===== config.mk =====
export PLATFORM = sky130hd
export DESIGN_NAME = gf2m_mul_seq_flat
export DESIGN_NICKNAME = d
export VERILOG_FILES = /design/src/rtl/gf2m_pkg.sv /design/src/rtl/gf2m_mul_seq_if.sv /design/src/rtl/gf2m_digit_step.sv /design/src/rtl/gf2m_mul_seq.sv /design/src/flat_wrapper.sv
export SDC_FILE = /design/constraint.sdc
export NUM_CORES = 1
export LEC_CHECK = 0
export CAP_MARGIN = 20
export CORE_ASPECT_RATIO = 1.75
export CORE_MARGIN = 2
export CORE_UTILIZATION = 47
export DETAILED_ROUTE_END_ITERATION = 6
export GPL_TIMING_DRIVEN = 0
export PLACE_DENSITY = 0.83
export SYNTH_ARGS = -nofsm -noshare
export SYNTH_HDL_FRONTEND = slang
export SYNTH_SLANG_ARGS = --single-unit

===== constraint.sdc =====
create_clock -name clk -period 3.21 [get_ports clk]
set_input_delay 0.8025 -clock clk [delete_from_list [all_inputs] [get_ports clk]]
set_output_delay 0.8025 -clock clk [all_outputs]
set_load 0.03 [all_outputs]

===== src/rtl/gf2m_pkg.sv =====
// Shared types and constants for the GF(2^M) multiplier family.
package gf2m_pkg;

    typedef enum logic [1:0] {
        IDLE = 2'd0,
        BUSY = 2'd1,
        DONE = 2'd2
    } state_e;

    localparam logic [4:0] GF16_POLY  = 5'h13;
    localparam logic [8:0] GF256_POLY = 9'h11B;

    // Number of BUSY cycles needed to consume all of operand b.
    function automatic int digit_count(input int m, input int d);
        return m / d;
    endfunction

endpackage


===== src/rtl/gf2m_mul_seq_if.sv =====
// Operand/result handshake bundle for gf2m_mul_seq.
// The addend in_c exists only when GF2M_MUL_MAC_EN is defined.
interface gf2m_mul_seq_if #(
    parameter int M = 8
);

    logic         in_valid;
    logic         in_ready;
    logic [M-1:0] in_a;
    logic [M-1:0] in_b;
`ifdef GF2M_MUL_MAC_EN
    logic [M-1:0] in_c;
`endif
    logic         out_valid;
    logic         out_ready;
    logic [M-1:0] out_r;

`ifdef GF2M_MUL_MAC_EN
    modport master (
        output in_valid, in_a, in_b, in_c, out_ready,
        input  in_ready, out_valid, out_r
    );

    modport slave (
        input  in_valid, in_a, in_b, in_c, out_ready,
        output in_ready, out_valid, out_r
    );
`else
    modport master (
        output in_valid, in_a, in_b, out_ready,
        input  in_ready, out_valid, out_r
    );

    modport slave (
        input  in_valid, in_a, in_b, out_ready,
        output in_ready, out_valid, out_r
    );
`endif

endinterface


===== src/rtl/gf2m_digit_step.sv =====
// One BUSY cycle of the Horner multiplier: DIGIT chained xtime/XOR stages,
// consuming b_i from its MSB down.
module gf2m_digit_step #(
    parameter int M     = 8,
    parameter int DIGIT = 1
) (
    input  logic [M-1:0]     r_i,
    input  logic [M-1:0]     a_i,
    input  logic [DIGIT-1:0] b_i,
    input  logic [M-1:0]     poly_i,
    output logic [M-1:0]     r_o
);

    logic [M-1:0] acc;

    always_comb begin
        acc = r_i;
        for (int i = DIGIT - 1; i >= 0; i--) begin
            acc = {acc[M-2:0], 1'b0} ^ (acc[M-1] ? poly_i : '0) ^ (b_i[i] ? a_i : '0);
        end
        r_o = acc;
    end

endmodule


===== src/rtl/gf2m_mul_seq.sv =====
// Digit-serial GF(2^M) multiplier with valid/ready handshake on both sides.
// Defining GF2M_MUL_MAC_EN adds an addend c, giving a*b ^ c.
module gf2m_mul_seq
    import gf2m_pkg::*;
#(
    parameter int           M     = 8,
    parameter logic [M:0]   POLY  = (M+1)'(GF256_POLY),
    parameter int           DIGIT = 1
) (
    input  logic           clk,
    input  logic           reset,
    gf2m_mul_seq_if.slave  bus
);

    localparam int           NDIG = digit_count(M, DIGIT);
    localparam int           CW   = $clog2(NDIG + 1);
    localparam logic [M-1:0] RED  = POLY[M-1:0];

    if (M < 2 || M > 32) begin : g_bad_width
        $error("gf2m_mul_seq: M must lie in 2..32");
    end
    if (DIGIT < 1 || (M % DIGIT) != 0) begin : g_bad_digit
        $error("gf2m_mul_seq: DIGIT must divide M");
    end

    state_e        state_q, state_d;
    logic [M-1:0]  a_q, a_d;
    logic [M-1:0]  b_q, b_d;
    logic [M-1:0]  r_q, r_d;
    logic [M-1:0]  out_q, out_d;
    logic [CW-1:0] cnt_q, cnt_d;
    logic [M-1:0]  stepR;
    logic [M-1:0]  finalR;
    logic          inReady;
    logic          loadOperands;

    gf2m_digit_step #(
        .M     (M),
        .DIGIT (DIGIT)
    ) u_step (
        .r_i    (r_q),
        .a_i    (a_q),
        .b_i    (b_q[M-1 -: DIGIT]),
        .poly_i (RED),
        .r_o    (stepR)
    );

`ifdef GF2M_MUL_MAC_EN
    logic [M-1:0] c_q, c_d;
    assign finalR = stepR ^ c_q;
`else
    assign finalR = stepR;
`endif

    // A result sitting in DONE frees the unit in the same cycle it is taken.
    assign inReady       = (state_q == IDLE) || ((state_q == DONE) && bus.out_ready);
    assign bus.in_ready  = inReady;
    assign bus.out_valid = (state_q == DONE);
    assign bus.out_r     = out_q;

    always_comb begin
        state_d      = state_q;
        a_d          = a_q;
        b_d          = b_q;
        r_d          = r_q;
        cnt_d        = cnt_q;
        out_d        = out_q;
`ifdef GF2M_MUL_MAC_EN
        c_d          = c_q;
`endif
        loadOperands = 1'b0;

        case (state_q)
            IDLE: begin
                if (bus.in_valid) begin
                    loadOperands = 1'b1;
                end
            end
            BUSY: begin
                if (cnt_q == CW'(NDIG - 1)) begin
                    out_d   = finalR;
                    state_d = DONE;
                end else begin
                    r_d   = stepR;
                    b_d   = b_q << DIGIT;
                    cnt_d = cnt_q + 1'b1;
                end
            end
            DONE: begin
                if (bus.out_ready) begin
                    if (bus.in_valid) begin
                        loadOperands = 1'b1;
                    end else begin
                        state_d = IDLE;
                    end
                end
            end
            default: state_d = IDLE;
        endcase

        if (loadOperands) begin
            a_d     = bus.in_a;
            b_d     = bus.in_b;
            r_d     = '0;
            cnt_d   = '0;
`ifdef GF2M_MUL_MAC_EN
            c_d     = bus.in_c;
`endif
            state_d = BUSY;
        end
    end

    always_ff @(posedge clk or posedge reset) begin
        if (reset) begin
            state_q <= IDLE;
            a_q     <= '0;
            b_q     <= '0;
            r_q     <= '0;
            cnt_q   <= '0;
            out_q   <= '0;
`ifdef GF2M_MUL_MAC_EN
            c_q     <= '0;
`endif
        end else begin
            state_q <= state_d;
            a_q     <= a_d;
            b_q     <= b_d;
            r_q     <= r_d;
            cnt_q   <= cnt_d;
            out_q   <= out_d;
`ifdef GF2M_MUL_MAC_EN
            c_q     <= c_d;
`endif
        end
    end

endmodule


===== src/flat_wrapper.sv =====
// flat-port wrapper written by rule: the top's interface ports become plain ports
module gf2m_mul_seq_flat import gf2m_pkg::*;
#(
    parameter int           M     = 8,
    parameter logic [M:0]   POLY  = (M+1)'(GF256_POLY),
    parameter int           DIGIT = 1
)
  (clk, reset, bus_in_valid, bus_in_a, bus_in_b, bus_out_ready, bus_in_ready, bus_out_valid, bus_out_r);
  gf2m_mul_seq_if #(.M(M)) bus_i ();
  input  logic clk;
  input  logic reset;
  input wire logic [$bits(bus_i.in_valid)-1:0] bus_in_valid;
  input wire logic [$bits(bus_i.in_a)-1:0] bus_in_a;
  input wire logic [$bits(bus_i.in_b)-1:0] bus_in_b;
  input wire logic [$bits(bus_i.out_ready)-1:0] bus_out_ready;
  output wire logic [$bits(bus_i.in_ready)-1:0] bus_in_ready;
  output wire logic [$bits(bus_i.out_valid)-1:0] bus_out_valid;
  output wire logic [$bits(bus_i.out_r)-1:0] bus_out_r;
  assign bus_i.in_valid = bus_in_valid;
  assign bus_i.in_a = bus_in_a;
  assign bus_i.in_b = bus_in_b;
  assign bus_i.out_ready = bus_out_ready;
  assign bus_in_ready = bus_i.in_ready;
  assign bus_out_valid = bus_i.out_valid;
  assign bus_out_r = bus_i.out_r;
  gf2m_mul_seq #(.M(M), .POLY(POLY), .DIGIT(DIGIT)) u_core (.clk(clk), .reset(reset), .bus(bus_i));
endmodule

After elaboration in Yosys (flattened, before gate mapping)
Cells that the tools add are included.
{ "classes": {"addsub": 1, "eq_ne": 8, "n_mux": 19, "bitwise_logic": 2, "reduce_logical": 7} }
{ "ops": {"columns": ["op", "n"], "rows": [
  ["$mux 8", 7],
  ["$xor 8x8->8", 2],
  ["$mux 4", 3],
  ["$mux 2", 4],
  ["$ne 3x2->1 const B", 2],
  ["$pmux 2 s3", 1],
  ["$mux 5", 1],
  ["$add 4x1->4 const B", 1],
  ["$eq 4x3->1 const B", 1],
  ["$ne 2x1->1 const B", 2],
  ["$reduce_and 2->1", 2],
  ["$reduce_and 4->1", 1],
  ["$ne 3x1->1 const B", 1],
  ["$eq 2x1->1 const B", 1],
  ["$eq 2x2->1 const B", 1],
  ["$logic_not 2->1", 1],
  ["$mux 1", 2],
  ["$pmux 1 s2", 1],
  ["$reduce_bool 2->1", 1],
  ["$logic_and 1x1->1", 1],
  ["$logic_or 1x1->1", 1]
]} }
{ "word_totals": {"regBits": 38, "input_bits": 20, "output_inout_bits": 10, "wordCells": 43} }

Longest topological paths before layout
Gate-level depths: netlist of the first run.
{ "logic_depth": {"depth_word": 6, "mapped_depth": 5, "ltp_nobuf": 5} }

Cells and area by module
A second synthesis of the first run with hierarchy kept.
{ "unflattened": {"cells_unflattened": 149, "hier_area_um2": 1895.6} }
{ "modules_own_cells": {"columns": ["mod", "instances", "cells_per_inst", "area_each_um2", "seq_area_each_um2"], "rows": [
  ["gf2m_mul_seq", 1, 123, 1647.8, 950.9],
  ["gf2m_digit_step", 1, 26, 247.7, 0.0]
]} }

Worst setup path after synthesis of the first run
No wires, ideal clock.
{ "synth_timing": {"kind": "in2out", "from": "input port bus_out_ready", "to": "output port bus_in_ready", "t_arrival_ps": 1633, "required_ps": 2408, "path_slack_ps": 774, "cell_stages": 3, "n_path_buf": 1, "cell_sequence": "and2b_1 > clkbuf_1 > nor2_1"} }
{ "synth_via": {"elab_chain_cells": 2} }
{ "synth_lines": {"columns": ["item", "line_no", "source"], "rows": [
  ["start: declaration", "flat_wrapper.sv:15", "input wire logic [$bits(bus_i.out_ready)-1:0] bus_out_ready;"],
  ["$logic_and 1x1->1", "gf2m_mul_seq.sv:56", "assign inReady = (state_q == IDLE) || ((state_q == DONE) && bus.out_ready);"],
  ["$logic_or 1x1->1", "gf2m_mul_seq.sv:56", null],
  ["end: declaration", "flat_wrapper.sv:16", "output wire logic [$bits(bus_i.in_ready)-1:0] bus_in_ready;"]
]} }
Every way passes these cells.

Worst setup path in the final report of the first run
Same ends and word-level chain as after synthesis.

==> impl_metrics.ini, run 1 <==
[place]
hpwl_mm = 2.78
dpl_worst_slack_ps = -228
place.port_buffers = 29
dp.cells = 228
gp_congestion = 0.842

[floorplanning]
ios = 30
start_util_pct = 48.8
coreArea_sq_mm = 0.00363
die_x_microns = 50.4
fp.dieH_microns = 85.2
die-area_sq_mm = 0.00430
placementRows = 29

[sta]
rsz0062_at_grt = no
fin_crit_ps = 3020
post-route-period-util_pct = 94.2
finalSetupViolCount = 0
fin_ws_ps = 186
fmaxAchievable_mhz = 331
worstMarginPinSlew_ps = 738
setup_tns_ps = 0
slew_headroom_pct = 50.8
fin_skew_ps = 3.83
hold_viol_final = 0
final_max_slew_viol_count = 0

[worst_setup_path]
start_kind = primary input
worst_ep_required_time_ps = 2410
arrival_ps = 2220
critPathKind = in2out
critPathMaxFanout = 13
end_kind = output port

[pwr]
p_leak_nw = 0.990
ir_drop_mv = 0.595
p_per_area_mw_per_mm2 = 1040
total_power_w = 0.00234

[cts]
clock_latency_ps = 290
cts_tree = built
path_clk_slew_ps = 70
htree_levels = 2
numCtsBuffers = 5
ctsHoldBuffers = 0
clock-sinks = 38
clk_path_buf_depth = 2
root_buffer = clkbuf_8

[flow_run]
maxCapViolCount = 0

[global_route]
met3_usage_pct = 4.40
grt.busiest_layer = met2
grt.overflow.total = 0
grt_antenna_before_repair = 0
grt_util_met1_pct = 24.2
grt_pass1_vias = 1464
grt_max_degree = 23
grt_pass1_wl_mm = 6.82
use_met2_pct = 36.0
grtUsageTotal_pct = 21.2

[detailed_routing]
drt_pass1_iterations = 5
wl_mm = 3.97
ant_nets = 0
detail_route.wl_per_cell_microns = 16.9
drt_iter0_drc = 28
drc = 0
num_vias = 1343
via_per_inst = 5.71

[synth]
yosysUniqueCellTypes = 32
syn_nets = 173
synth.avg_cell_area_sq_um = 11.7
yosys_warnings = 0
yosysSeqAreaShare_pct = 53.7
synth_area_sq_mm = 0.00177
synthCells = 152
ys.flop_type = dfrtp_1
synth-edff-count = 0
ys_ff_latch = 38
async_flop_share_pct = 100

[min_path]
hp-class = reg2reg

[status]
status = finished clean

[finish]
area_growth_pct = 27.1
diodes = 0
stdcell_count = 235
nNetsFinal = 209
drive_above_1_share_pct = 18.0
where the power goes:
part | switching (W) | leakage [nW] | internal (W) | total [W]
Sequential | 0.000142 | 0.468 | 0.000714 | 0.000856
Clock | 0.000166 | 0.0575 | 0.000217 | 0.000383
Combinational | 0.000584 | 0.465 | 0.000515 | 0.00110
Total | 0.000892 | 0.990 | 0.00145 | 0.00234
critical path, stage by stage:
cell,delay (ps)
clkdlybuf4s50_1,500
and2b_1,350
nor2_1,160
dlygate4sd2_1,410
cells in the mapped netlist (2+ instances only):
cell	number	area share, %
xnor2_1	6	3.0
mux2_2	12	7.6
and3_1	6	2.1
nand2b_1	5	1.8
xor2_1	5	2.5
nor2_1	2	0.42
nand2_1	9	1.9
o221ai_1	8	4.0
a21bo_2	4	2.3
clkbuf_1	4	0.85
inv_1	3	0.64
nand3_1	4	1.1
dfrtp_1	38	54
a221o_1	6	3.4
a21o_1	2	0.85
o21ai_0	10	2.8
buf_2	5	1.4
a21oi_1	7	2.0
nor2b_1	3	1.1
routing by layer:
layer  wire (microns)  vias to the layer above
li1                 -                      623
met1             1480                      672
met2             2240                       42
met3              156                        6
met4               91                        0
met5                0                        -
final cells by class:
class	count	area, sq um
Multi-Input combinational cell	102	769
Sequential cell	38	951
Buffer	8	36.3
Inverter	3	11.3
Fill cell	301	1380
Tap cell	46	57.6
Clock buffer	8	110
Timing Repair Buffer	30	317
registers in the layout, summed over array words and instances (netlist names):
name / flops
u_core.cnt_q: 4
u_core.r_q: 8
u_core.a_q: 8
u_core.state_q: 2
u_core.b_q: 8
u_core.bus.out_r: 8
worst paths after layout:
check	startpoint	end	slack, ps	cells past startpoint
min reg2reg	u_core.a_q[6]$_DFFE_PP0P_	u_core.a_q[6]$_DFFE_PP0P_	510	1
min	u_core.a_q[6]$_DFFE_PP0P_	u_core.a_q[6]$_DFFE_PP0P_	510	1
max reg2reg	u_core.cnt_q[0]$_DFFE_PP0P_	u_core.b_q[3]$_DFFE_PP0P_	1470	5
max	bus_out_ready	bus_in_ready	190	4
max in group asynchronous	reset	u_core.a_q[2]$_DFFE_PP0P_	1720	3
min in group asynchronous	reset	u_core.b_q[4]$_DFFE_PP0P_	930	2
per-stage QoR:
stage	instance area (sq um)	utilization, %	hold WS, ps
6_report	2250	62.1	512
5_1_grt	2250	62.1	519
4_1_cts	2260	62.2	513
3_5_place_dp	2150	59.2	496
3_3_place_gp	2120	58.4	486
2_1_floorplan	1770	-	473
logic make-up after synthesis:
group	share of synthesized area, %
buffers and inverters	2.89
multiplexers	8.19
adder cells (fa/ha/maj)	0.706
flip-flops	53.7
XOR/XNOR	5.44
AND/OR/NAND/NOR	11.4
AO/OA/AOI/OAI	17.7
layout by cell type (no fill, tap or decap), types with 2 or more instances in the layout:
| cell | netlist | layout |
|---|---|---|
| a21bo_2 | 4 | 4 |
| a21o_1 | 2 | 2 |
| a21oi_1 | 7 | 7 |
| a221o_1 | 6 | 6 |
| and3_1 | 6 | 6 |
| buf_2 | 5 | 5 |
| clkbuf_1 | 4 | 3 |
| clkbuf_8 | 0 | 8 |
| clkdlybuf4s50_1 | 0 | 28 |
| dfrtp_1 | 38 | 38 |
| inv_1 | 3 | 3 |
| mux2_2 | 12 | 12 |
| nand2_1 | 9 | 9 |
| nand2b_1 | 5 | 5 |
| nand3_1 | 4 | 4 |
| nor2_1 | 2 | 2 |
| nor2b_1 | 3 | 3 |
| o21ai_0 | 10 | 10 |
| o221ai_1 | 8 | 8 |
| xnor2_1 | 6 | 6 |
| xor2_1 | 5 | 5 |
what timing repair did:
item | 4_1_cts | 5_1_grt
resized for setup | 1 | 0
pin swaps | 0 | 0
endpoints found under the setup margin | 1 | 1
buffers inserted | 0 | 0
(Power assumes the default switching activity.)
==> inputs of run 2 (changes only) <==
--- a/config.mk
+++ b/config.mk
@@ -12,6 +12,7 @@
 export DETAILED_ROUTE_END_ITERATION = 6
 export GPL_TIMING_DRIVEN = 0
 export PLACE_DENSITY = 0.83
+export SETUP_SLACK_MARGIN = 0.4
 export SYNTH_ARGS = -nofsm -noshare
 export SYNTH_HDL_FRONTEND = slang
 export SYNTH_SLANG_ARGS = --single-unit
==> run 2 against run 1 <==
Effect of this change:
- first-iteration DRC count grew 36%
- final cell count grew 0.85%
- hold slack about the same
- clock power about the same
- sequential share of layout area down 0.44 points
- maximum frequency rose by 26%
- sequential power about the same
- cell area is 1.1% higher
- global-route usage grew 0.11 points
- non-clock buffer count increased by 2
- total power up 0.55%
==> impl_metrics.ini, run 2 (synthesized netlist as in run 1, its figures left out) <==
[sta]
worstMarginPinSlew_ps = 737
finalSetupViolCount = 0
hold_viol_final = 0
final_max_slew_viol_count = 0
post-route-period-util_pct = 74.5
fin_skew_ps = 4.86
rsz0062_at_grt = no
fin_crit_ps = 2390
slew_headroom_pct = 50.8
fmaxAchievable_mhz = 418

[floorplanning]
die_x_microns = 50.4
coreArea_sq_mm = 0.00363
placementRows = 29
ios = 30
die-area_sq_mm = 0.00430
fp.dieH_microns = 85.2
start_util_pct = 48.8

[cts]
clock-sinks = 38
cts_tree = built
ctsHoldBuffers = 0
htree_levels = 2
clock_latency_ps = 290
numCtsBuffers = 5
clk_path_buf_depth = 2
path_clk_slew_ps = 70
root_buffer = clkbuf_8

[detailed_routing]
drt_pass1_iterations = 4
met1_length_mm = 1.46
met3WireLength_microns = 162
drc = 0
ant_nets = 0
via_per_inst = 5.70
top_layer = met4
wl_mm = 3.95
num_vias = 1350
route.met2.wl_mm = 2.22
detail_route.wl_per_cell_microns = 16.7
drt_iter0_drc = 38

[worst_setup_path]
start_kind = flip-flop
arrival_ps = 1590
critPathKind = reg2out
r2r-end = u_core.bus.out_r[5]$_DFFE_PP0P_
reg2reg_depth = 4
startpoint = u_core.state_q[0]$_DFFE_PP0P_
worst_ep_required_time_ps = 2410
end_kind = output port
critPathMaxFanout = 6
rrSetupSlack_ps = 1470
rr_startpoint = u_core.cnt_q[0]$_DFFE_PP0P_

[pwr]
total_power_w = 0.00235
p_per_area_mw_per_mm2 = 1030
p_leak_nw = 1.01
ir_drop_mv = 0.598

[global_route]
grt_max_degree = 23
grt.overflow.total = 0
grt_pass1_wl_mm = 6.86
grtUsageTotal_pct = 21.3
grt_pass1_vias = 1469
grt_antenna_before_repair = 0

[min_path]
hold_depth = 1
min_from = u_core.a_q[6]$_DFFE_PP0P_
hp-class = reg2reg
holdPathEnd = u_core.a_q[6]$_DFFE_PP0P_

[finish]
final_common_cell = dfrtp_1
nNetsFinal = 211
mostFrequentLayoutCells = dfrtp_1, clkdlybuf4s50_1, mux2_2
area_growth_pct = 28.5
stdcell_count = 237
diodes = 0
drive_above_1_share_pct = 20.4

[place]
place.port_buffers = 29
gp_congestion = 0.842
hpwl_mm = 2.78
dp.cells = 228

[status]
status = finished clean

[flow_run]
maxCapViolCount = 0
==> run 2: changes by cell type in the layout (fill, tap and decap cells not counted), sizes merged <==
cell           before  now
clkdlybuf4s50      28   27
buf                 6    9
dlymetal6s2s        0    1
dlygate4sd2         1    0
==> run 2: stage by stage <==
step                worst slack, ps  TNS, ps  utilization, %  hold WS, ps  area (sq um)
floorplan                       774        0               -          473          1770
global placement               -195     -195            58.4          486          2120
detailed placement             -228     -228            59.2          496          2150
CTS                             417        0            62.6          513          2270
global route                    739        0            62.7          519          2280
finish                          819        0            62.7          512          2280
==> run 2: layout make-up <==
type / instances / area [sq um]
Sequential cell: 38 / 951
Inverter: 3 / 11.3
Fill cell: 297 / 1350
Timing Repair Buffer: 31 / 329
Clock buffer: 8 / 110
Multi-Input combinational cell: 102 / 773
Tap cell: 46 / 57.6
Buffer: 9 / 43.8
==> run 2: what timing repair did <==
item / CTS / global route
pin swaps: 0 / 0
endpoints found under the hold margin: 0 / 0
gates resized for setup: 10 / 3
setup endpoints to repair: 1 / 1
setup buffers: 1 / 0
==> run 2: how the worst max path moves through the flow <==
| stage | to | depth (start not counted) |
|---|---|---|
| floorplan | bus_in_ready | 3 |
| global placement | bus_in_ready | 5 |
| detailed placement | bus_in_ready | 5 |
| CTS | bus_in_ready | 5 |
| global route | bus_out_valid | 2 |
| finish | bus_out_valid | 2 |
==> run 2: routing by layer <==
metal	vias up	global-route usage (%)
met4	0	11.8
met5	-	0
met2	47	36.1
met3	9	4.40
met1	667	24.4
li1	627	-
==> run 2: power by group <==
part           total (W)  switching (W)  internal [W]
logic            0.00111       0.000584      0.000525
registers       0.000858       0.000144      0.000714
clock network   0.000385       0.000168      0.000217
==> run 2: critical path: stages (launching register included) <==
cell and delay [ps]:
dfrtp_1 440, nor2b_1 170, clkdlybuf4s50_1 690
